==> config.mk <==
export PLATFORM = sky130hd
export DESIGN_NAME = dm_port_arbiter
export DESIGN_NICKNAME = d
export VERILOG_FILES = /design/src/rtl/dm_port_arbiter.sv
export SDC_FILE = /design/constraint.sdc
export NUM_CORES = 1
export LEC_CHECK = 0
export ABC_AREA = 1
export CAP_MARGIN = 20
export CORE_ASPECT_RATIO = 0.75
export CORE_MARGIN = 2
export CORE_UTILIZATION = 44
export CTS_BUF_LIST = sky130_fd_sc_hd__clkbuf_4 sky130_fd_sc_hd__clkbuf_8 sky130_fd_sc_hd__clkbuf_16
export DETAILED_ROUTE_END_ITERATION = 16
export PLACE_DENSITY_LB_ADDON = 0.12
export SYNTH_ARGS = -nofsm -noshare
export SYNTH_HDL_FRONTEND = slang
export SYNTH_SLANG_ARGS = --single-unit
==> constraint.sdc <==
create_clock -name clk -period 2.4 [get_ports clk]
set_clock_uncertainty 0.2 [all_clocks]
set_input_delay 0.72 -clock clk [delete_from_list [all_inputs] [get_ports clk]]
set_output_delay 0.72 -clock clk [all_outputs]
set_load 0.005 [all_outputs]
==> src/rtl/dm_port_arbiter.sv <==
// Single-port memory arbiter between the MEM-stage data port and instruction fetch.
// Data normally wins; a starvation counter forces fetch, and a watchdog aborts stuck accesses.
module dm_port_arbiter #(
  parameter int unsigned STARVE_MAX = 4,
  parameter int unsigned TIMEOUT    = 255
) (
  input  logic        clk,
  input  logic        rst,
  input  logic        dm_re,
  input  logic        dm_we,
  input  logic [15:0] dm_addr,
  input  logic [15:0] dm_in,
  output logic [15:0] dm_out,
  output logic        dm_done,
  input  logic        if_re,
  input  logic [15:0] if_addr,
  output logic [15:0] instr_out,
  output logic        if_done,
  output logic        stall,
  output logic        mem_req,
  output logic        mem_we,
  output logic [15:0] mem_addr,
  output logic [15:0] mem_wdata,
  input  logic [15:0] mem_rdata,
  input  logic        mem_ready,
  output logic        err
);

  localparam int unsigned SW       = $clog2(STARVE_MAX + 1);
  localparam logic [SW-1:0] S_MAX  = SW'(STARVE_MAX);
  localparam logic [7:0]  TMR_LAST = 8'(TIMEOUT - 1);

  typedef enum logic [1:0] {IDLE, BUSY_D, BUSY_I} state_t;

  state_t        state, state_n;
  logic          mem_req_n, mem_we_n;
  logic [15:0]   mem_addr_n, mem_wdata_n, dm_out_n, instr_out_n;
  logic          dm_done_n, if_done_n, err_n;
  logic [SW-1:0] starve_cnt, starve_n;
  logic [7:0]    timer, timer_n;

  logic dm_elig, if_elig, fetch_wins;

  // The ~done terms keep a still-held request from being re-issued in its own done cycle.
  assign dm_elig    = (dm_re | dm_we) & ~dm_done;
  assign if_elig    = if_re & ~if_done;
  assign fetch_wins = if_elig & (~dm_elig | (starve_cnt == S_MAX));

  assign stall = ((dm_re | dm_we) & ~dm_done) | (if_re & ~if_done);

  // NOTE: every variable gets a default before the case so no path leaves it unassigned,
  // which would otherwise infer a latch.
  always_comb begin
    state_n     = state;
    mem_req_n   = mem_req;
    mem_we_n    = mem_we;
    mem_addr_n  = mem_addr;
    mem_wdata_n = mem_wdata;
    dm_out_n    = dm_out;
    instr_out_n = instr_out;
    dm_done_n   = 1'b0;
    if_done_n   = 1'b0;
    err_n       = 1'b0;
    starve_n    = starve_cnt;
    timer_n     = timer;

    case (state)
      IDLE: begin
        if (fetch_wins) begin
          state_n    = BUSY_I;
          mem_req_n  = 1'b1;
          mem_we_n   = 1'b0;
          mem_addr_n = if_addr;
          timer_n    = '0;
          starve_n   = '0;
        end else if (dm_elig) begin
          state_n     = BUSY_D;
          mem_req_n   = 1'b1;
          mem_we_n    = dm_we;
          mem_addr_n  = dm_addr;
          mem_wdata_n = dm_in;
          timer_n     = '0;
          if (if_elig && starve_cnt != S_MAX) starve_n = starve_cnt + SW'(1);
        end
      end

      BUSY_D, BUSY_I: begin
        if (mem_ready || timer == TMR_LAST) begin
          state_n   = IDLE;
          mem_req_n = 1'b0;
          err_n     = ~mem_ready;
          if (state == BUSY_I) begin
            if_done_n = 1'b1;
            if (mem_ready) instr_out_n = mem_rdata;
          end else begin
            dm_done_n = 1'b1;
            // A write (including write+read) never updates the read-data register.
            if (mem_ready && !mem_we) dm_out_n = mem_rdata;
          end
        end else begin
          timer_n = timer + 8'd1;
        end
      end

      default: state_n = IDLE;
    endcase

    if (!if_re) starve_n = '0;
  end

  // NOTE: sequential state uses non-blocking assignments so every register
  // samples its pre-edge value regardless of statement order.
  always_ff @(posedge clk) begin
    if (rst) begin
      state      <= IDLE;
      mem_req    <= 1'b0;
      mem_we     <= 1'b0;
      mem_addr   <= '0;
      mem_wdata  <= '0;
      dm_out     <= '0;
      instr_out  <= '0;
      dm_done    <= 1'b0;
      if_done    <= 1'b0;
      err        <= 1'b0;
      starve_cnt <= '0;
      timer      <= '0;
    end else begin
      state      <= state_n;
      mem_req    <= mem_req_n;
      mem_we     <= mem_we_n;
      mem_addr   <= mem_addr_n;
      mem_wdata  <= mem_wdata_n;
      dm_out     <= dm_out_n;
      instr_out  <= instr_out_n;
      dm_done    <= dm_done_n;
      if_done    <= if_done_n;
      err        <= err_n;
      starve_cnt <= starve_n;
      timer      <= timer_n;
    end
  end

endmodule

==> impl_results.md <==
- Worst Setup Path Type: primary input to output pin
- Hold/Removal Path Class: flip-flop to flip-flop
- Mapped Area: 0.00361 mm2
- Max FO, Critical Path: 2
- EDFF count, synth: 0
- DRT iter0 DRCs: 160
- TritonCTS clock tree: built
- Fmax: 437 MHz
- Num rows: 28
- WL/cell: 12.4 um
- TritonRoute pass-1 iters: 4
- Worst R2R Path Depth: 8
- DIE HEIGHT: 82.4 um
- Syn_area_per_cell: 7.11 um2
- Synth top area share: 0.455
- Final max-slew violation count: 0
- Area of the die: 0.00895 mm2
- Filler Cell Count: 667
- Critical-path top delay cell: dlygate4sd2_1
- Buffer depth of the longest clock path: 2
- Sequential cell area: 0.00164 mm2
- Ys flop type: dfxtp_1
- Hold Crit Endpoint: mem_req
- Placed Cells: 749
- Count leader, synth: nor2_1
- CP top delay family: buffers and inverters
- Total grt overflow: 0
- Top post-synthesis cells by area: dfxtp_1 45%, nor2_1 15%, nand2_1 7.2%, nand3_1 6.2%, o21ai_0 5.8%
- Cts hold-fix bufs: 0
- Clock latency at the later pin of the worst-skew pair: 0.35 ns
- Area Growth Syn to Fin: 50.7%
- Number of max-cap violations: 0
- RR Endpoint: dm_out[1]
- Top post-synthesis cells by count: 146 x nor2_1, 82 x dfxtp_1, 69 x nand2_1
- Fraction of registers with async set/reset: 0
- DP Wirelength: 7.04 mm
- Cell at the root of the clock tree: clkbuf_8
- Hold path cells: 2
- H-tree lvl count: 3
- Initial antenna violation count: 0
- Leakage: 2.36 nW
- RD Place Congestion: 0.783
- WP data required: 1.48 ns
- Worst-path clk slew: 0.08 ns
- DR vias/cell: 4.69
- Peak VDD IR: 0.596 mV
- Post-synthesis net count: 584
- Tcrit/Tclk final: 0.954
- Slew @ Worst Pin: 0.324 ns
- Vias: 3591
- Hold_sp: mem_req
- PortBufs: 139
- CTS buffer count: 9
- IO Pins: 140
- Largest net degree at the start of global routing: 42
- GRT Util Overall: 0.219
- Fin. Hold Viols: 0
- Synthesis Warnings: 0
- Initial Util: 0.456
- CP bufs+invs: 2
- Vias in the first global route: 3338
- RSZ-0062 raised after global routing: no
- Layout Utilization: 0.687
- Die width: 109 um
- Core Area: 0.00792 mm2
- Critical Path AT: 1.37 ns
- Layout cell share with drive strength beyond 1: 0.0908
- Element type at the critical path end: output pin
- R2R Setup Slk: 0.39 ns
- Synth unique cells: 29
- Synth area leader: dfxtp_1
- R2R Path Start: state[0]
- Non-filler cells, final: 766
- First-pass GRT wire length: 15.3 mm
- Seq/Total Area, Yosys: 0.455
- # diodes: 0
- DRC: 0
- Pwr Density: 1100 mW/mm2
- Final Critical Period: 2.29 ns
- Slew headroom: 0.783
- Multi-input logic area: 0.00163 mm2
- CP peak stage delay: 0.28 ns
- CP startpoint kind: primary input
- CTS Sinks: 82
- Nets: 732
- Final wirelength: 9.47 mm
- Antenna-violating nets left: 0
- Critical-path cell list: dlygate4sd2_1 -> o21ai_2 -> nand2_1 -> buf_2
- Register bit total from synthesis: 82
- Status: finished, final reports clean
- Final setup viols: 0
- Syn Inst Count: 508
## placed cells by master, fill, tap and decap left out, drive strengths merged, types with 4 or more instances in the layout
master	instances
nor2	148
a21oi	12
nor3	4
nand3	49
nand2	75
clkbuf	10
ha	6
dfxtp	82
clkdlybuf4s50	135
o21ai	54
buf	21
inv	51
## worst min-delay path: stages, from the launching register on
cell and delay, ns:
dfxtp_1 0.32, nand2_1 0.06, a21oi_1 0.05
## metrics by stage
step / worst slack (ns) / power (mW) / setup TNS, ns / hold WS (ns) / instance area [um2]
after floorplan: 0.531 / 3.58 / 0 / 0.255 / 3610
after global placement: -0.460 / 4.78 / -0.816 / 0.251 / 5200
after detailed placement: -0.459 / 4.86 / -1.32 / 0.256 / 5200
after CTS: 0.0131 / 6.04 / 0 / 0.270 / 5440
after global routing: 0.0608 / 6.46 / 0 / 0.301 / 5440
final: 0.110 / 5.98 / 0 / 0.267 / 5440
## worst max-delay path by stage
stage	depth (start not counted)	from	to	slack [ns]
final	4	dm_re	stall	0.11
after global routing	4	dm_re	stall	0.06
after detailed placement	4	dm_re	stall	-0.46
after CTS	4	if_re	stall	0.01
after floorplan	2	dm_we	stall	0.53
after global placement	4	dm_re	stall	-0.46
## metal layers
layer	GRT usage	part of all wire
met1	0.270	0.45
met2	0.371	0.47
met3	0.0785	0.076
met4	0.0487	0.0070
met5	0	0
## area by class of cell
class | instances | area share
Inverter | 50 | 0.0347
Timing Repair Buffer | 159 | 0.296
Clock buffer | 10 | 0.0253
Tap cell | 105 | 0.0241
Sequential cell | 82 | 0.302
Multi-Input combinational cell | 354 | 0.300
Clock inverter | 6 | 0.0179
## cells by family after synthesis
kind of cell,Yosys count,synth area share
buffers and inverters,72,0.0936
AND/OR/NAND/NOR,278,0.325
AO/OA/AOI/OAI,68,0.101
flip-flops,82,0.455
adder cells (fa/ha/maj),6,0.0208
XOR/XNOR,2,0.00485
## power breakdown
part	switching, mW	internal, mW
Combinational	1.40	1.42
Sequential	0.227	1.79
Clock	0.528	0.629
## flip-flops by register name (all words and copies together), names as in the netlist
name and flops:
dm_done 1, dm_out 16, err 1, if_done 1, instr_out 16, mem_addr 16, mem_req 1, mem_wdata 16
mem_we 1, starve_cnt 3, state 2, timer 8
## repair_timing
action / in CTS / in global routing
endpoints found under the hold margin: 0 / 0
endpoints found under the setup margin: 1 / 1
setup buffers: 1 / 0
resized for setup: 6 / 2
pin swaps: 2 / 0
No activity file was read; power rests on OpenSTA's default activity.
